$ cat src/rtl/univ_sreg_pkg.sv
// Shared definitions for the universal shift register.
//   mode_e  : operation select carried on the mode bus
//   state_e : burst engine states
//   sel_e   : per-bit next-value mux select driven into each register cell
package univ_sreg_pkg;

    typedef enum logic [2:0] {
        MODE_HOLD = 3'b000,
        MODE_LOAD = 3'b001,
        MODE_SHL  = 3'b010,
        MODE_SHR  = 3'b011,
        MODE_ROTL = 3'b100,
        MODE_ROTR = 3'b101,
        MODE_INV  = 3'b110,
        MODE_RSVD = 3'b111
    } mode_e;

    typedef enum logic {
        IDLE  = 1'b0,
        SHIFT = 1'b1
    } state_e;

    // HOLD keeps the bit, PAR takes the parallel input (d or ~q),
    // LO takes the value from the lower neighbour, HI from the upper one.
    typedef enum logic [1:0] {
        SEL_HOLD = 2'b00,
        SEL_PAR  = 2'b01,
        SEL_LO   = 2'b10,
        SEL_HI   = 2'b11
    } sel_e;

    // Modes that can be run as a counted burst.
    function automatic logic is_shift_mode(input mode_e m);
        return (m == MODE_SHL) || (m == MODE_SHR) ||
               (m == MODE_ROTL) || (m == MODE_ROTR);
    endfunction

endpackage

$ cat src/rtl/univ_sreg_if.sv
// Control/data bundle of the universal shift register.
//   master : drives en, mode, d, sil, sir, sclr, spre, burst_start, burst_len
//   slave  : drives q, sol, sor, busy, done, zero
interface univ_sreg_if #(
    parameter int WIDTH = 8,
    parameter int CNT_W = 4
);
    logic             en;
    logic [2:0]       mode;
    logic [WIDTH-1:0] d;
    logic             sil;
    logic             sir;
    logic             sclr;
    logic             spre;
    logic             burst_start;
    logic [CNT_W-1:0] burst_len;
    logic [WIDTH-1:0] q;
    logic             sol;
    logic             sor;
    logic             busy;
    logic             done;
    logic             zero;

    modport master (
        output en, mode, d, sil, sir, sclr, spre, burst_start, burst_len,
        input  q, sol, sor, busy, done, zero
    );

    modport slave (
        input  en, mode, d, sil, sir, sclr, spre, burst_start, burst_len,
        output q, sol, sor, busy, done, zero
    );
endinterface

$ cat src/rtl/univ_sreg_cell.sv
// One storage bit of the universal shift register.
//   clk, reset (async, active-low) ; sclr/spre synchronous clear/preset
//   sel    : 4:1 next-value select (hold / parallel / lower / upper neighbour)
//   par_in, lo_in, hi_in : candidate next values ; q : stored bit
module univ_sreg_cell
    import univ_sreg_pkg::*;
#(
    parameter logic RESET_BIT  = 1'b0,
    parameter logic PRESET_BIT = 1'b1
) (
    input  logic clk,
    input  logic reset,
    input  logic sclr,
    input  logic spre,
    input  sel_e sel,
    input  logic par_in,
    input  logic lo_in,
    input  logic hi_in,
    output logic q
);
    logic q_reg;
    logic q_next;

    always_comb begin
        q_next = q_reg;
        case (sel)
            SEL_HOLD: q_next = q_reg;
            SEL_PAR:  q_next = par_in;
            SEL_LO:   q_next = lo_in;
            SEL_HI:   q_next = hi_in;
            default:  q_next = q_reg;
        endcase
    end

    always_ff @(posedge clk or negedge reset) begin
        if (!reset) begin
            q_reg <= RESET_BIT;
        end else if (sclr) begin
            q_reg <= 1'b0;
        end else if (spre) begin
            q_reg <= PRESET_BIT;
        end else begin
            q_reg <= q_next;
        end
    end

    assign q = q_reg;
endmodule

$ cat src/rtl/univ_shift_reg.sv
// Universal WIDTH-bit register: clear/preset, parallel load, shifts, rotates,
// invert, and a counted burst-shift engine.
//   clk   : rising-edge clock
//   reset : asynchronous reset, active-low
//   bus   : univ_sreg_if slave (control/data in, q/sol/sor/busy/done/zero out)
module univ_shift_reg
    import univ_sreg_pkg::*;
#(
    parameter int               WIDTH      = 8,
    parameter logic [WIDTH-1:0] RESET_VAL  = {WIDTH{1'b0}},
    parameter logic [WIDTH-1:0] PRESET_VAL = {WIDTH{1'b1}},
    parameter int               CNT_W      = 4
) (
    input logic        clk,
    input logic        reset,
    univ_sreg_if.slave bus
);
    state_e           state_reg, state_next;
    logic [CNT_W-1:0] cnt_reg, cnt_next;
    mode_e            mode_lat_reg, mode_lat_next;
    logic             done_reg, done_next;

    mode_e            mode_in;
    mode_e            op_mode;
    logic             launch;
    logic             busy;
    sel_e             sel;
    logic             par_inv;
    logic             rot_l;
    logic             rot_r;

    logic [WIDTH-1:0] q;
    logic [WIDTH-1:0] par_in;
    logic [WIDTH-1:0] lo_in;
    logic [WIDTH-1:0] hi_in;

    assign mode_in = mode_e'(bus.mode);
    assign launch  = (state_reg == IDLE) && bus.burst_start && bus.en &&
                     is_shift_mode(mode_in) && (bus.burst_len != '0);

    // State register
    always_ff @(posedge clk or negedge reset) begin
        if (!reset) begin
            state_reg    <= IDLE;
            cnt_reg      <= '0;
            mode_lat_reg <= MODE_HOLD;
            done_reg     <= 1'b0;
        end else begin
            state_reg    <= state_next;
            cnt_reg      <= cnt_next;
            mode_lat_reg <= mode_lat_next;
            done_reg     <= done_next;
        end
    end

    // Next-state logic. Clear/preset abort any burst without a done pulse.
    always_comb begin
        state_next    = state_reg;
        cnt_next      = cnt_reg;
        mode_lat_next = mode_lat_reg;
        done_next     = 1'b0;
        if (bus.sclr || bus.spre) begin
            state_next = IDLE;
            cnt_next   = '0;
        end else begin
            case (state_reg)
                IDLE: begin
                    if (launch) begin
                        mode_lat_next = mode_in;
                        if (bus.burst_len == CNT_W'(1)) begin
                            done_next = 1'b1;
                        end else begin
                            state_next = SHIFT;
                            cnt_next   = bus.burst_len - 1'b1;
                        end
                    end
                end
                SHIFT: begin
                    if (bus.en) begin
                        cnt_next = cnt_reg - 1'b1;
                        if (cnt_reg == CNT_W'(1)) begin
                            state_next = IDLE;
                            done_next  = 1'b1;
                        end
                    end
                end
                default: state_next = IDLE;
            endcase
        end
    end

    // Output logic: pick the operation applied to the datapath this cycle and
    // decode it into the shared per-bit mux select.
    always_comb begin
        busy    = (state_reg == SHIFT);
        op_mode = MODE_HOLD;
        if (bus.en) begin
            op_mode = busy ? mode_lat_reg : mode_in;
        end
        sel     = SEL_HOLD;
        par_inv = 1'b0;
        case (op_mode)
            MODE_LOAD:            sel = SEL_PAR;
            MODE_INV:  begin      sel = SEL_PAR; par_inv = 1'b1; end
            MODE_SHL, MODE_ROTL:  sel = SEL_LO;
            MODE_SHR, MODE_ROTR:  sel = SEL_HI;
            default:              sel = SEL_HOLD;
        endcase
        rot_l = (op_mode == MODE_ROTL);
        rot_r = (op_mode == MODE_ROTR);
    end

    // Per-bit neighbour wiring. The end bits take serial input or wrap around;
    // with WIDTH=1 the wrap feeds the bit back to itself, so rotates hold.
    genvar gi;
    generate
        for (gi = 0; gi < WIDTH; gi++) begin : g_bit
            assign par_in[gi] = par_inv ? ~q[gi] : bus.d[gi];

            if (gi == 0) begin : g_lo_end
                assign lo_in[gi] = rot_l ? q[WIDTH-1] : bus.sil;
            end else begin : g_lo_mid
                assign lo_in[gi] = q[gi-1];
            end

            if (gi == WIDTH-1) begin : g_hi_end
                assign hi_in[gi] = rot_r ? q[0] : bus.sir;
            end else begin : g_hi_mid
                assign hi_in[gi] = q[gi+1];
            end

            univ_sreg_cell #(
                .RESET_BIT  (RESET_VAL[gi]),
                .PRESET_BIT (PRESET_VAL[gi])
            ) u_cell (
                .clk    (clk),
                .reset  (reset),
                .sclr   (bus.sclr),
                .spre   (bus.spre),
                .sel    (sel),
                .par_in (par_in[gi]),
                .lo_in  (lo_in[gi]),
                .hi_in  (hi_in[gi]),
                .q      (q[gi])
            );
        end
    endgenerate

    assign bus.q    = q;
    assign bus.sol  = q[WIDTH-1];
    assign bus.sor  = q[0];
    assign bus.zero = (q == '0);
    assign bus.busy = busy;
    assign bus.done = done_reg;
endmodule
$ cat src/flat_wrapper.sv
// flat-port wrapper written by rule: the top's interface ports become plain ports
module univ_shift_reg_flat import univ_sreg_pkg::*;
#(
    parameter int               WIDTH      = 8,
    parameter logic [WIDTH-1:0] RESET_VAL  = {WIDTH{1'b0}},
    parameter logic [WIDTH-1:0] PRESET_VAL = {WIDTH{1'b1}},
    parameter int               CNT_W      = 4
)
  (clk, reset, bus_en, bus_mode, bus_d, bus_sil, bus_sir, bus_sclr, bus_spre, bus_burst_start, bus_burst_len, bus_q, bus_sol, bus_sor, bus_busy, bus_done, bus_zero);
  univ_sreg_if #(.WIDTH(WIDTH), .CNT_W(CNT_W)) bus_i ();
  input logic clk;
  input logic reset;
  input wire logic [$bits(bus_i.en)-1:0] bus_en;
  input wire logic [$bits(bus_i.mode)-1:0] bus_mode;
  input wire logic [$bits(bus_i.d)-1:0] bus_d;
  input wire logic [$bits(bus_i.sil)-1:0] bus_sil;
  input wire logic [$bits(bus_i.sir)-1:0] bus_sir;
  input wire logic [$bits(bus_i.sclr)-1:0] bus_sclr;
  input wire logic [$bits(bus_i.spre)-1:0] bus_spre;
  input wire logic [$bits(bus_i.burst_start)-1:0] bus_burst_start;
  input wire logic [$bits(bus_i.burst_len)-1:0] bus_burst_len;
  output wire logic [$bits(bus_i.q)-1:0] bus_q;
  output wire logic [$bits(bus_i.sol)-1:0] bus_sol;
  output wire logic [$bits(bus_i.sor)-1:0] bus_sor;
  output wire logic [$bits(bus_i.busy)-1:0] bus_busy;
  output wire logic [$bits(bus_i.done)-1:0] bus_done;
  output wire logic [$bits(bus_i.zero)-1:0] bus_zero;
  assign bus_i.en = bus_en;
  assign bus_i.mode = bus_mode;
  assign bus_i.d = bus_d;
  assign bus_i.sil = bus_sil;
  assign bus_i.sir = bus_sir;
  assign bus_i.sclr = bus_sclr;
  assign bus_i.spre = bus_spre;
  assign bus_i.burst_start = bus_burst_start;
  assign bus_i.burst_len = bus_burst_len;
  assign bus_q = bus_i.q;
  assign bus_sol = bus_i.sol;
  assign bus_sor = bus_i.sor;
  assign bus_busy = bus_i.busy;
  assign bus_done = bus_i.done;
  assign bus_zero = bus_i.zero;
  univ_shift_reg #(.WIDTH(WIDTH), .RESET_VAL(RESET_VAL), .PRESET_VAL(PRESET_VAL), .CNT_W(CNT_W)) u_core (.clk(clk), .reset(reset), .bus(bus_i));
endmodule
$ cat config.mk
export PLATFORM = sky130hd
export DESIGN_NAME = univ_shift_reg_flat
export DESIGN_NICKNAME = d
export VERILOG_FILES = /design/src/rtl/univ_sreg_pkg.sv /design/src/rtl/univ_sreg_if.sv /design/src/rtl/univ_sreg_cell.sv /design/src/rtl/univ_shift_reg.sv /design/src/flat_wrapper.sv
export SDC_FILE = /design/constraint.sdc
export NUM_CORES = 1
export LEC_CHECK = 0
export ABC_CLOCK_PERIOD_IN_PS = 4800
export CORE_MARGIN = 4
export CORE_UTILIZATION = 40
export DETAILED_ROUTE_END_ITERATION = 10
export PLACE_DENSITY = 0.75
export SYNTH_ARGS = -nofsm -noshare
export SYNTH_HDL_FRONTEND = slang
export SYNTH_HIERARCHICAL = 1
export SYNTH_SLANG_ARGS = --single-unit
$ cat constraint.sdc
create_clock -name clk -period 4.8 [get_ports clk]
set_clock_uncertainty 0.1 [all_clocks]
set_input_delay 0.96 -clock clk [delete_from_list [all_inputs] [get_ports clk]]
set_output_delay 0.96 -clock clk [all_outputs]
set_load 0.005 [all_outputs]
==> metrics.txt, run 1 <==
# TYPE chip_impl_metric gauge
chip_impl_metric{name="core_area",unit="mm2"} 0.003661
chip_impl_metric{name="clock.fmax",unit="MHz"} 313.6
chip_impl_info{name="timing.critical_path.cells",value="clkdlybuf4s50_1 > and3b_2 > o211ai_1 > buf_4 > nand2_1 > mux2i_1 > a221oi_2"} 1
chip_impl_metric{name="cts-hold-fix-buffers",unit=""} 0
chip_impl_metric{name="wl_per_cell",unit="um"} 14.12
chip_impl_info{name="mostFrequentLayoutCells",value="35 x sky130_fd_sc_hd__clkdlybuf4s50_1, 20 x sky130_fd_sc_hd__mux2i_1, 17 x sky130_fd_sc_hd__dfrtp_1, 16 x sky130_fd_sc_hd__nor2_1, 14 x sky130_fd_sc_hd__nand2_1"} 1
chip_impl_metric{name="clock-sinks",unit=""} 17
chip_impl_metric{name="post_synth_and_or_nand_nor_area_fraction",unit="%"} 20.20
chip_impl_info{name="outcome",value="completed"} 1
chip_impl_metric{name="timing.critical_path.depth",unit=""} 7
chip_impl_metric{name="synth-compound-area-share",unit="%"} 20.77
chip_impl_metric{name="synth_area_per_cell",unit="um2"} 9.311
chip_impl_metric{name="drc",unit=""} 0
chip_impl_info{name="worst_hold_check_path_type",value="flip-flop to flip-flop"} 1
chip_impl_metric{name="via_count",unit=""} 1263
chip_impl_metric{name="power.switching_fraction",unit="%"} 30.26
chip_impl_metric{name="layout.nets",unit=""} 219
chip_impl_metric{name="placed_cells_incl_taps",unit=""} 235
chip_impl_metric{name="seq_power_share",unit="%"} 42.4
chip_impl_info{name="synth_top_family_by_area",value="compound AO/OA/AOI/OAI gates"} 1
chip_impl_metric{name="detail_route.vias_per_cell",unit=""} 5.285
chip_impl_metric{name="power_dissipated_by_switching_net_loads",unit="uW"} 127.1
chip_impl_info{name="worst_r2r_endpoint",value="u_core/g_bit[4].u_cell/q"} 1
chip_impl_metric{name="final_hold_viol_count",unit=""} 0
chip_impl_metric{name="area_delta_synth_final",unit="%"} 25.47
chip_impl_info{name="startpoint_type",value="input port"} 1
chip_impl_metric{name="leakagePower",unit="nW"} 0.7488
chip_impl_metric{name="num-fill-cells",unit=""} 340
chip_impl_metric{name="ant_nets",unit=""} 0
chip_impl_metric{name="timing.final.setup_violations",unit=""} 0
chip_impl_metric{name="first_global_vias",unit=""} 1290
chip_impl_metric{name="tightest_slew",unit="ns"} 0.8353
chip_impl_metric{name="clock_transition_at_path_regs",unit="ns"} 0.07
chip_impl_metric{name="cp.buffers_inverters",unit=""} 2
chip_impl_metric{name="worst_path_largest_cell_delay",unit="ns"} 0.51
chip_impl_metric{name="utilization",unit="%"} 52.02
chip_impl_metric{name="diodes",unit=""} 0
chip_impl_metric{name="min_period_over_period",unit="%"} 66.43
chip_impl_info{name="worst_r2r_startpoint",value="u_core/bus.busy"} 1
chip_impl_info{name="rsz0062_at_grt",value="false"} 1
chip_impl_metric{name="gpl.final_weighted_congestion",unit=""} 0.7883
chip_impl_metric{name="io_pins",unit=""} 36
chip_impl_metric{name="slew_limit_headroom",unit="%"} 44.18
chip_impl_metric{name="grt_usage",unit="%"} 14.21
chip_impl_metric{name="largest_register_ff_count",unit=""} 8
chip_impl_metric{name="sequential_element_share_of_the_synthesized_area",unit="%"} 28.03
chip_impl_metric{name="totalPowerFinal",unit="uW"} 420.1
chip_impl_metric{name="overflow",unit=""} 0
chip_impl_metric{name="yosys.area_share.xor_xnor",unit="%"} 2.803
chip_impl_metric{name="drt_pre_antenna_iters",unit=""} 4
chip_impl_info{name="clockRootBuffer",value="sky130_fd_sc_hd__clkbuf_8"} 1
chip_impl_metric{name="layoutNonFillerInstCount",unit=""} 239
chip_impl_metric{name="worstSkewPairLatency",unit="ns"} 0.24
chip_impl_metric{name="synth_cells",unit=""} 163
chip_impl_metric{name="design_internal_power",unit="uW"} 293.0
chip_impl_metric{name="power.density_cell_area",unit="mW/mm2"} 220.6
chip_impl_metric{name="worst_setup_slack_for_register_to_register_paths",unit="ns"} 2.00
chip_impl_info{name="criticalPathCategory",value="input port to flip-flop"} 1
chip_impl_metric{name="synth_seq_cells",unit=""} 17
chip_impl_metric{name="power_frac_comb",unit="%"} 32.6
chip_impl_metric{name="first_iter_violations",unit=""} 40
chip_impl_metric{name="initial_utilization",unit="%"} 41.46
chip_impl_metric{name="die_w",unit="um"} 69.60
chip_impl_info{name="end_kind",value="flip-flop"} 1
chip_impl_metric{name="post_synth_mux_area_share",unit="%"} 18.14
chip_impl_metric{name="final-max-slew-violation-count",unit=""} 0
chip_impl_info{name="cpMaxStageDelayCell",value="sky130_fd_sc_hd__clkdlybuf4s50_1"} 1
chip_impl_metric{name="dieArea",unit="mm2"} 0.004843
chip_impl_info{name="layout.cells.most_common",value="sky130_fd_sc_hd__clkdlybuf4s50_1"} 1
chip_impl_metric{name="post_cts_resize_count",unit=""} 0
chip_impl_metric{name="synthesis.nets",unit=""} 190
chip_impl_metric{name="reported_max_cap_violation_count",unit=""} 0
chip_impl_metric{name="grt_pass1_wl",unit="um"} 5851
chip_impl_info{name="setup.worst_path.end",value="u_core/g_bit[4].u_cell/q"} 1
chip_impl_metric{name="critPathMaxFanout",unit=""} 17
chip_impl_metric{name="synth_enable_flop_cells",unit=""} 0
chip_impl_metric{name="htree_num_levels",unit=""} 1
chip_impl_metric{name="floorplan.rows",unit=""} 22
chip_impl_metric{name="setup_total_negative_slack",unit="ns"} 0
chip_impl_metric{name="antenna_found_initial",unit=""} 0
chip_impl_metric{name="synth-async-reset-ratio",unit="%"} 100.0
chip_impl_metric{name="drt-total-wl",unit="um"} 3375
chip_impl_metric{name="final_layout_size_suffix_gt1_share",unit="%"} 12.57
chip_impl_info{name="ys.flop_type",value="sky130_fd_sc_hd__dfrtp_1"} 1
chip_impl_metric{name="die_h",unit="um"} 69.60
chip_impl_metric{name="clk_path_buf_depth",unit=""} 2
chip_impl_metric{name="netlist-cell-type-count",unit=""} 44
chip_impl_metric{name="critPathArrivalTime",unit="ns"} 3.24
chip_impl_metric{name="finalWorstPathRequiredPeriod",unit="ns"} 3.189
chip_impl_metric{name="syn_area",unit="mm2"} 0.001518
chip_impl_metric{name="pin_count_of_the_biggest_net_entering_global_routing",unit=""} 22
chip_impl_metric{name="fraction_of_the_mapped_netlist_area_in_adder_cells",unit="%"} 3.298
chip_impl_metric{name="post-cts-setup-buffers",unit=""} 0
chip_impl_info{name="tritoncts",value="yes"} 1
chip_impl_metric{name="cts_buffers",unit=""} 3
chip_impl_metric{name="ir_worst_vdd",unit="uV"} 169.3
chip_impl_metric{name="cp_data_required_time",unit="ns"} 4.85
chip_impl_info{name="worst_path_dominant_cell_family",value="simple AND/OR/NAND/NOR gates"} 1
chip_impl_metric{name="clock_power_share",unit="%"} 24.9
chip_impl_metric{name="yosys_warnings",unit=""} 6
chip_impl_metric{name="post-dp-hpwl",unit="um"} 2567
chip_impl_info{name="crit_path_launch",value="bus_mode[2]"} 1
chip_impl_metric{name="finalHoldWorstSlack",unit="ns"} 0.4398
chip_impl_metric{name="portBuffers",unit=""} 35
chip_impl_metric{name="r2r_cells",unit=""} 6
## final cells by class
type,instances,area [um2],share of cell area [%]
Inverter,7,26.28,1.380
Multi-Input combinational cell,127,989.7,51.97
Sequential cell,17,425.4,22.34
Timing Repair Buffer,36,357.8,18.79
Tap cell,48,60.06,3.154
Clock buffer,4,45.04,2.365
## worst min-delay path by stage
stage,cells past startpoint,slack [ns],endpoint,start
2_1_floorplan,1,0.40,u_core/mode_lat_reg[0],u_core/mode_lat_reg[0]
3_3_place_gp,1,0.42,u_core/mode_lat_reg[0],u_core/mode_lat_reg[0]
3_5_place_dp,1,0.42,u_core/mode_lat_reg[0],u_core/mode_lat_reg[0]
4_1_cts,1,0.44,u_core/mode_lat_reg[0],u_core/mode_lat_reg[0]
5_1_grt,1,0.48,u_core/mode_lat_reg[0],u_core/mode_lat_reg[0]
6_report,1,0.44,u_core/mode_lat_reg[0],u_core/mode_lat_reg[0]
## synthesized netlist by cell type, drive strengths merged, types with 2 or more instances
| library cell | instances | share of area (%) |
|---|---|---|
| nor2 | 16 | 4.0 |
| nor3 | 2 | 0.66 |
| xor2 | 2 | 1.6 |
| buf | 9 | 4.3 |
| and2 | 2 | 0.82 |
| mux2 | 6 | 4.9 |
| mux2i | 20 | 13 |
| or4 | 2 | 0.99 |
| a21oi | 2 | 0.66 |
| o211ai | 3 | 1.5 |
| ha | 4 | 3.3 |
| clkbuf | 3 | 0.74 |
| or2 | 2 | 0.82 |
| dfrtp | 17 | 28 |
| nand2 | 14 | 3.5 |
| inv | 7 | 1.7 |
| nand3 | 4 | 1.6 |
| o21ai | 10 | 3.3 |
| a221oi | 8 | 7.9 |
| nor2b | 9 | 3.7 |
| xnor2 | 2 | 1.2 |
| nand3b | 2 | 0.99 |
## routing by layer
layer  vias up  wire [um]  track usage [%]
li1        648          -                -
met1       597       1564            17.74
met2        18       1679            25.53
met3         0        131            3.188
met4         0          0            1.735
met5         -          0                0
## metrics by stage
| step | instance area [um2] | setup WS (ns) |
|---|---|---|
| 2_1_floorplan | 1518 | 1.833 |
| 3_3_place_gp | 1859 | 1.431 |
| 3_5_place_dp | 1859 | 1.367 |
| 4_1_cts | 1904 | 1.631 |
| 5_1_grt | 1904 | 1.484 |
| 6_report | 1904 | 1.611 |
## logic make-up after synthesis
family          after synthesis
fa+ha+maj                     4
simple gates                 59
flops                        17
xor+xnor                      4
buf+inv                      19
compound gates               34
mux                          26
## power by group through the flow
stage          clock, mW  sequential [mW]  combinational, mW
2_1_floorplan          0            0.174             0.0907
3_3_place_gp           0            0.181              0.134
3_5_place_dp           0            0.181              0.138
4_1_cts            0.109            0.178              0.138
5_1_grt            0.116            0.182              0.151
6_report           0.105            0.178              0.137
Note: power is estimated with default switching activity, not from simulation.
==> run 2, diff against run 1 <==
--- a/config.mk
+++ b/config.mk
@@ -5,7 +5,7 @@
 export SDC_FILE = /design/constraint.sdc
 export NUM_CORES = 1
 export LEC_CHECK = 0
-export ABC_CLOCK_PERIOD_IN_PS = 4800
+export ABC_CLOCK_PERIOD_IN_PS = 3150
 export CORE_MARGIN = 4
 export CORE_UTILIZATION = 40
 export DETAILED_ROUTE_END_ITERATION = 10
==> constraint.sdc (replaced) <==
create_clock -name clk -period 3.15 [get_ports clk]
set_clock_uncertainty 0.1 [all_clocks]
set_input_delay 0.63 -clock clk [delete_from_list [all_inputs] [get_ports clk]]
set_output_delay 0.63 -clock clk [all_outputs]
set_load 0.005 [all_outputs]
==> run 2 against run 1 <==
Via count grew 3.4%. Critical path depth shrank 4. Sequential share of layout area shrank 0.26 points. Worst hold slack is essentially flat. Cell count grew 1.3%. Clock power grew 53%. Flip-flop and latch count is the same. Non-clock buffer count grew 3. Register-to-register slack lost 1.1 ns. First-iteration DRC count grew 75%. Combinational power grew 55%. Sequential power grew 53%. Critical endpoint is now bus_zero. Largest cell class unchanged. Highest routed layer is now met4.
==> metrics.txt, run 2 (same netlist as run 1, synthesis figures left out) <==
# TYPE chip_impl_metric gauge
chip_impl_info{name="outcome",value="completed"} 1
chip_impl_metric{name="htree_num_levels",unit=""} 1
chip_impl_metric{name="dp_worst_setup_slack",unit="ns"} 0.4908
chip_impl_metric{name="global_route_met3_utilization",unit="%"} 4.058
chip_impl_metric{name="critPathMaxFanout",unit=""} 7
chip_impl_metric{name="floorplan.rows",unit=""} 22
chip_impl_metric{name="power_frac_comb",unit="%"} 32.9
chip_impl_metric{name="drt_pre_antenna_iters",unit=""} 4
chip_impl_info{name="mostFrequentLayoutCells",value="35 x sky130_fd_sc_hd__clkdlybuf4s50_1, 20 x sky130_fd_sc_hd__mux2i_1, 17 x sky130_fd_sc_hd__dfrtp_1, 16 x sky130_fd_sc_hd__nor2_1, 14 x sky130_fd_sc_hd__nand2_1"} 1
chip_impl_metric{name="pin_count_of_the_biggest_net_entering_global_routing",unit=""} 22
chip_impl_metric{name="first_iter_violations",unit=""} 70
chip_impl_info{name="startpoint_type",value="flip-flop"} 1
chip_impl_metric{name="r2r_cells",unit=""} 7
chip_impl_metric{name="leakagePower",unit="nW"} 0.7636
chip_impl_metric{name="grt_usage",unit="%"} 14.45
chip_impl_info{name="cpMaxStageDelayCell",value="sky130_fd_sc_hd__or4_1"} 1
chip_impl_metric{name="die_h",unit="um"} 69.60
chip_impl_metric{name="worst_path_largest_cell_delay",unit="ns"} 0.56
chip_impl_info{name="clockRootBuffer",value="sky130_fd_sc_hd__clkbuf_8"} 1
chip_impl_metric{name="finalHoldWorstSlack",unit="ns"} 0.4401
chip_impl_metric{name="io_pins",unit=""} 36
chip_impl_metric{name="ant_nets",unit=""} 0
chip_impl_metric{name="drt-total-wl",unit="um"} 3491
chip_impl_metric{name="antenna_found_initial",unit=""} 0
chip_impl_metric{name="clk_path_buf_depth",unit=""} 2
chip_impl_metric{name="reported_max_cap_violation_count",unit=""} 0
chip_impl_metric{name="grt_pass1_wl",unit="um"} 5789
chip_impl_metric{name="grt_util_met2",unit="%"} 22.78
chip_impl_metric{name="cp_data_required_time",unit="ns"} 2.42
chip_impl_metric{name="totalPowerFinal",unit="uW"} 644.7
chip_impl_metric{name="via_count",unit=""} 1306
chip_impl_metric{name="tightest_slew",unit="ns"} 0.8478
chip_impl_metric{name="wl_per_cell",unit="um"} 14.43
chip_impl_metric{name="critPathArrivalTime",unit="ns"} 1.89
chip_impl_metric{name="largest_register_ff_count",unit=""} 8
chip_impl_metric{name="die_w",unit="um"} 69.60
chip_impl_metric{name="power.switching_fraction",unit="%"} 30.40
chip_impl_metric{name="post-cts-setup-buffers",unit=""} 0
chip_impl_metric{name="design_internal_power",unit="uW"} 448.7
chip_impl_metric{name="post-dp-hpwl",unit="um"} 2536
chip_impl_metric{name="grt.met1_usage",unit="%"} 19.48
chip_impl_metric{name="seq_power_share",unit="%"} 42.1
chip_impl_metric{name="slew_limit_headroom",unit="%"} 43.30
chip_impl_metric{name="core_area",unit="mm2"} 0.003661
chip_impl_metric{name="timing.final.setup_violations",unit=""} 0
chip_impl_metric{name="layout.nets",unit=""} 222
chip_impl_metric{name="utilization",unit="%"} 52.63
chip_impl_metric{name="portBuffers",unit=""} 35
chip_impl_metric{name="clock-sinks",unit=""} 17
chip_impl_info{name="worst_hold_check_path_type",value="flip-flop to flip-flop"} 1
chip_impl_metric{name="hold-path-cell-count",unit=""} 1
chip_impl_metric{name="gpl.final_weighted_congestion",unit=""} 0.8504
chip_impl_metric{name="finalWorstPathRequiredPeriod",unit="ns"} 2.617
chip_impl_info{name="criticalPathCategory",value="flip-flop to output port"} 1
chip_impl_metric{name="final_hold_viol_count",unit=""} 0
chip_impl_info{name="rsz0062_at_grt",value="false"} 1
chip_impl_info{name="end_kind",value="output port"} 1
chip_impl_metric{name="clock_power_share",unit="%"} 25.0
chip_impl_metric{name="ir_worst_vdd",unit="uV"} 225.7
chip_impl_metric{name="power.density_cell_area",unit="mW/mm2"} 334.6
chip_impl_info{name="globalRoute.busiestLayer",value="met2"} 1
chip_impl_metric{name="clock_transition_at_path_regs",unit="ns"} 0.06
chip_impl_info{name="timing.critical_path.cells",value="or4_1 > nor2_1 > clkdlybuf4s50_1"} 1
chip_impl_metric{name="area_delta_synth_final",unit="%"} 26.96
chip_impl_metric{name="setup_total_negative_slack",unit="ns"} 0
chip_impl_metric{name="final_critical_path_setup_slack",unit="ns"} 0.5333
chip_impl_metric{name="diodes",unit=""} 0
chip_impl_metric{name="final-max-slew-violation-count",unit=""} 0
chip_impl_metric{name="final_layout_size_suffix_gt1_share",unit="%"} 13.92
chip_impl_info{name="layout.cells.most_common",value="sky130_fd_sc_hd__clkdlybuf4s50_1"} 1
chip_impl_metric{name="dieArea",unit="mm2"} 0.004843
chip_impl_metric{name="min_period_over_period",unit="%"} 83.07
chip_impl_metric{name="overflow",unit=""} 0
chip_impl_metric{name="detail_route.vias_per_cell",unit=""} 5.397
chip_impl_metric{name="first_global_vias",unit=""} 1211
chip_impl_metric{name="worstSkewPairLatency",unit="ns"} 0.25
chip_impl_metric{name="initial_utilization",unit="%"} 41.46
chip_impl_metric{name="drc",unit=""} 0
chip_impl_metric{name="cts_buffers",unit=""} 3
chip_impl_metric{name="clock.fmax",unit="MHz"} 382.2
chip_impl_metric{name="cts-hold-fix-buffers",unit=""} 0
chip_impl_info{name="tritoncts",value="yes"} 1
chip_impl_metric{name="power_dissipated_by_switching_net_loads",unit="uW"} 196.0
chip_impl_metric{name="post_cts_resize_count",unit=""} 0
## run 2: layout make-up
type | count | area, um2
flip-flops and latches | 17 | 425.4
multi-input cells | 127 | 989.7
inverters | 7 | 26.28
well taps | 48 | 60.06
fillers | 337 | 1734
clock buffers | 4 | 45.04
repair buffers | 39 | 380.4
## run 2: power by group through the flow
stage,logic [mW],clock network (mW),registers [mW]
2_1_floorplan,0.138,0,0.265
3_3_place_gp,0.208,0,0.275
5_1_grt,0.231,0.180,0.275
3_5_place_dp,0.212,0,0.276
6_report,0.212,0.161,0.272
4_1_cts,0.213,0.170,0.271
## run 2: metrics by stage
| stage | instances | instance area [um2] |
|---|---|---|
| finish | 242 | 1927 |
| global route | 242 | 1927 |
| CTS | 242 | 1927 |
| detailed placement | 238 | 1882 |
| global placement | 238 | 1882 |
| floorplan | 163 | 1518 |
## run 2: critical path: cells and delay by family (launching register included)
kind                   cells  cell delay [ns]
AND/OR/NAND/NOR            2             0.67
flip-flops                 1             0.46
buffers and inverters      1             0.51
## run 2: worst paths after layout
path / slack, ns / start / end
hold / removal: 0.44 / u_core/mode_lat_reg[0] / u_core/mode_lat_reg[0]
hold reg to reg: 0.44 / u_core/mode_lat_reg[0] / u_core/mode_lat_reg[0]
max in group asynchronous: 1.66 / reset / u_core/bus.busy
setup reg to reg: 0.86 / u_core/bus.busy / u_core/g_bit[5].u_cell/q
min in group asynchronous: 0.76 / reset / u_core/mode_lat_reg[1]
setup / recovery: 0.53 / u_core/g_bit[0].u_cell/q / bus_zero
## run 2: layer usage
metal,routed length (um),vias up
li1,-,647
met1,1646,630
met2,1641,25
met3,174,4
met4,29,0
met5,0,-
==> run 3, diff against run 2 <==
--- a/config.mk
+++ b/config.mk
@@ -5,11 +5,11 @@
 export SDC_FILE = /design/constraint.sdc
 export NUM_CORES = 1
 export LEC_CHECK = 0
-export ABC_CLOCK_PERIOD_IN_PS = 3150
+export ABC_CLOCK_PERIOD_IN_PS = 2200
 export CORE_MARGIN = 4
 export CORE_UTILIZATION = 40
 export DETAILED_ROUTE_END_ITERATION = 10
-export PLACE_DENSITY = 0.75
+export PLACE_DENSITY = 0.78
 export SYNTH_ARGS = -nofsm -noshare
 export SYNTH_HDL_FRONTEND = slang
 export SYNTH_HIERARCHICAL = 1
==> constraint.sdc (replaced) <==
create_clock -name clk -period 2.2 [get_ports clk]
set_clock_uncertainty 0.1 [all_clocks]
set_input_delay 0.44 -clock clk [delete_from_list [all_inputs] [get_ports clk]]
set_output_delay 0.44 -clock clk [all_outputs]
set_load 0.005 [all_outputs]
==> run 3 against run 2 <==
Core utilization rose by 5.6 points. Global-route usage rose by 1.3 points. Routed wire length rose by 11%. Critical path type is now input port to flip-flop. Cell count rose by 9.9%. Setup slack got worse by 0.42 ns. Highest routed layer unchanged. Largest cell class unchanged. Non-clock buffer count rose by 24. First-iteration DRC count rose by 110%. Worst hold slack got worse by 0.030 ns. Count of clock-buffer cells in the layout fell by 1. Register-to-register slack got worse by 0.68 ns.
==> metrics.txt, run 3 (same netlist as run 1, synthesis figures left out) <==
# TYPE chip_impl_metric gauge
chip_impl_info{name="outcome",value="completed"} 1
chip_impl_metric{name="die_h",unit="um"} 69.60
chip_impl_metric{name="grt_usage",unit="%"} 15.78
chip_impl_metric{name="grt.met1_usage",unit="%"} 19.68
chip_impl_metric{name="r2r_cells",unit=""} 7
chip_impl_metric{name="critPathMaxFanout",unit=""} 8
chip_impl_metric{name="placed_cells_incl_taps",unit=""} 259
chip_impl_info{name="path_common_cell",value="sky130_fd_sc_hd__mux2i_1"} 1
chip_impl_metric{name="largest_register_ff_count",unit=""} 8
chip_impl_metric{name="power.switching_fraction",unit="%"} 31.87
chip_impl_metric{name="area_delta_synth_final",unit="%"} 40.56
chip_impl_metric{name="min_period_over_period",unit="%"} 94.91
chip_impl_metric{name="cts_buffers",unit=""} 3
chip_impl_metric{name="first_global_vias",unit=""} 1342
chip_impl_metric{name="clock-sinks",unit=""} 17
chip_impl_metric{name="dieArea",unit="mm2"} 0.004843
chip_impl_metric{name="power_dissipated_by_switching_net_loads",unit="uW"} 316.6
chip_impl_metric{name="final_hold_viol_count",unit=""} 0
chip_impl_info{name="timing.critical_path.cells",value="clkdlybuf4s50_1 > mux2i_1 > o211ai_1 > buf_4 > buf_2 > o21ai_0 > mux2i_1 > a221oi_2"} 1
chip_impl_metric{name="gpl.final_weighted_congestion",unit=""} 0.8201
chip_impl_info{name="worst_hold_check_path_type",value="input port to async pin"} 1
chip_impl_info{name="criticalPathCategory",value="input port to flip-flop"} 1
chip_impl_metric{name="initial_utilization",unit="%"} 41.46
chip_impl_metric{name="clk_path_buf_depth",unit=""} 2
chip_impl_metric{name="core_area",unit="mm2"} 0.003661
chip_impl_metric{name="grt_pass1_wl",unit="um"} 6285
chip_impl_info{name="end_kind",value="flip-flop"} 1
chip_impl_metric{name="clock_power_share",unit="%"} 25.0
chip_impl_info{name="clockRootBuffer",value="sky130_fd_sc_hd__clkbuf_8"} 1
chip_impl_metric{name="slew_limit_headroom",unit="%"} 70.41
chip_impl_metric{name="wl_per_cell",unit="um"} 14.56
chip_impl_metric{name="leakagePower",unit="nW"} 0.9057
chip_impl_metric{name="power.density_cell_area",unit="mW/mm2"} 465.7
chip_impl_metric{name="die_w",unit="um"} 69.60
chip_impl_info{name="tritoncts",value="yes"} 1
chip_impl_metric{name="layout.nets",unit=""} 246
chip_impl_metric{name="worst_setup_slack_for_register_to_register_paths",unit="ns"} 0.18
chip_impl_metric{name="totalPowerFinal",unit="uW"} 993.4
chip_impl_metric{name="antenna_found_initial",unit=""} 0
chip_impl_metric{name="ir_worst_vdd",unit="uV"} 264.1
chip_impl_info{name="worst_r2r_endpoint",value="u_core/g_bit[1].u_cell/q"} 1
chip_impl_metric{name="worst_path_largest_cell_delay",unit="ns"} 0.44
chip_impl_metric{name="seq_power_share",unit="%"} 37.4
chip_impl_metric{name="timing.final.setup_violations",unit=""} 0
chip_impl_info{name="mostFrequentLayoutCells",value="32 x sky130_fd_sc_hd__clkdlybuf4s50_1, 25 x sky130_fd_sc_hd__buf_4, 20 x sky130_fd_sc_hd__mux2i_1, 17 x sky130_fd_sc_hd__dfrtp_1, 16 x sky130_fd_sc_hd__nor2_1"} 1
chip_impl_metric{name="setup_total_negative_slack",unit="ns"} 0
chip_impl_metric{name="cp_data_required_time",unit="ns"} 2.28
chip_impl_metric{name="portBuffers",unit=""} 35
chip_impl_metric{name="dp_worst_setup_slack",unit="ns"} -0.2667
chip_impl_info{name="globalRoute.busiestLayer",value="met2"} 1
chip_impl_metric{name="power_frac_comb",unit="%"} 37.6
chip_impl_metric{name="post-dp-hpwl",unit="um"} 2805
chip_impl_metric{name="detail_route.vias_per_cell",unit=""} 5.301
chip_impl_metric{name="via_count",unit=""} 1410
chip_impl_metric{name="io_pins",unit=""} 36
chip_impl_metric{name="finalWorstPathRequiredPeriod",unit="ns"} 2.088
chip_impl_metric{name="layoutNonFillerInstCount",unit=""} 266
chip_impl_info{name="startpoint_type",value="input port"} 1
chip_impl_metric{name="pin_count_of_the_biggest_net_entering_global_routing",unit=""} 18
chip_impl_metric{name="reported_max_cap_violation_count",unit=""} 0
chip_impl_metric{name="design_internal_power",unit="uW"} 676.8
chip_impl_metric{name="drc",unit=""} 0
chip_impl_metric{name="diodes",unit=""} 0
chip_impl_metric{name="first_iter_violations",unit=""} 147
chip_impl_metric{name="worstSkewPairLatency",unit="ns"} 0.26
chip_impl_metric{name="critPathArrivalTime",unit="ns"} 2.16
chip_impl_metric{name="overflow",unit=""} 0
chip_impl_metric{name="global_route_met3_utilization",unit="%"} 4.348
chip_impl_info{name="cpMaxStageDelayCell",value="sky130_fd_sc_hd__clkdlybuf4s50_1"} 1
chip_impl_metric{name="drt_pre_antenna_iters",unit=""} 4
chip_impl_metric{name="ant_nets",unit=""} 0
chip_impl_metric{name="tightest_slew",unit="ns"} 0.4439
chip_impl_metric{name="clock_transition_at_path_regs",unit="ns"} 0.08
chip_impl_metric{name="final-max-slew-violation-count",unit=""} 0
chip_impl_metric{name="final_critical_path_setup_slack",unit="ns"} 0.1120
chip_impl_metric{name="final_layout_size_suffix_gt1_share",unit="%"} 25.23
chip_impl_metric{name="clock.fmax",unit="MHz"} 478.9
chip_impl_info{name="worst_r2r_startpoint",value="u_core/bus.busy"} 1
chip_impl_info{name="layout.cells.most_common",value="sky130_fd_sc_hd__clkdlybuf4s50_1"} 1
chip_impl_metric{name="drt-total-wl",unit="um"} 3873
chip_impl_metric{name="grt_util_met2",unit="%"} 27.65
chip_impl_metric{name="floorplan.rows",unit=""} 22
chip_impl_metric{name="htree_num_levels",unit=""} 1
## run 3: through the flow
step | hold slack, ns | util [%] | area [um2]
floorplan | 0.04441 | - | 1526
CTS | 0.4150 | 57.48 | 2105
detailed placement | 0.4414 | 55.91 | 2047
finish | 0.4098 | 58.27 | 2133
global placement | 0.4195 | 55.91 | 2047
global route | 0.4319 | 58.27 | 2133
## run 3: final cells by class
class	count	area [um2]
clock buffers	3	41.29
fillers	333	1528
well taps	48	60.06
flip-flops and latches	17	425.4
clock inverters	1	5.005
repair buffers	63	563.0
inverters	7	26.28
multi-input cells	127	1012
## run 3: worst max-delay path by stage
stage	start	endpoint	slack (ns)
finish	bus_mode[0]	u_core/g_bit[1].u_cell/q	0.11
floorplan	u_core/bus.busy	u_core/g_bit[0].u_cell/q	0.06
detailed placement	bus_mode[2]	u_core/g_bit[4].u_cell/q	-0.27
global placement	bus_mode[2]	u_core/g_bit[1].u_cell/q	-0.21
global route	bus_mode[0]	u_core/g_bit[6].u_cell/q	-0.008
CTS	bus_mode[2]	u_core/g_bit[4].u_cell/q	0.05
## run 3: repair_timing
| item | in CTS | in global routing |
|---|---|---|
| endpoints found under the setup margin | 2 | 7 |
| cloned | 0 | 2 |
| resized for setup | 3 | 4 |
| pin swaps | 0 | 1 |
| buffers inserted | 0 | 1 |
| hold buffers | 0 | 0 |
## run 3: worst max-delay path, delay by kind of cell
| kind | cells | cell delay, ns |
|---|---|---|
| multiplexers | 2 | 0.32 |
| buffers and inverters | 3 | 0.78 |
| AO/OA/AOI/OAI | 3 | 0.63 |
## run 3: metal layers
layer / vias to the layer above / share of wire, %
met5: - / 0
met4: 0 / 1.7
met3: 6 / 5.3
met2: 36 / 49
met1: 668 / 44
li1: 700 / -
## run 3: power by group through the flow
stage | sequential (mW) | combinational [mW] | clock, mW
floorplan | 0.380 | 0.199 | 0
global placement | 0.375 | 0.358 | 0
detailed placement | 0.376 | 0.366 | 0
CTS | 0.371 | 0.371 | 0.254
global route | 0.376 | 0.405 | 0.268
finish | 0.371 | 0.374 | 0.248
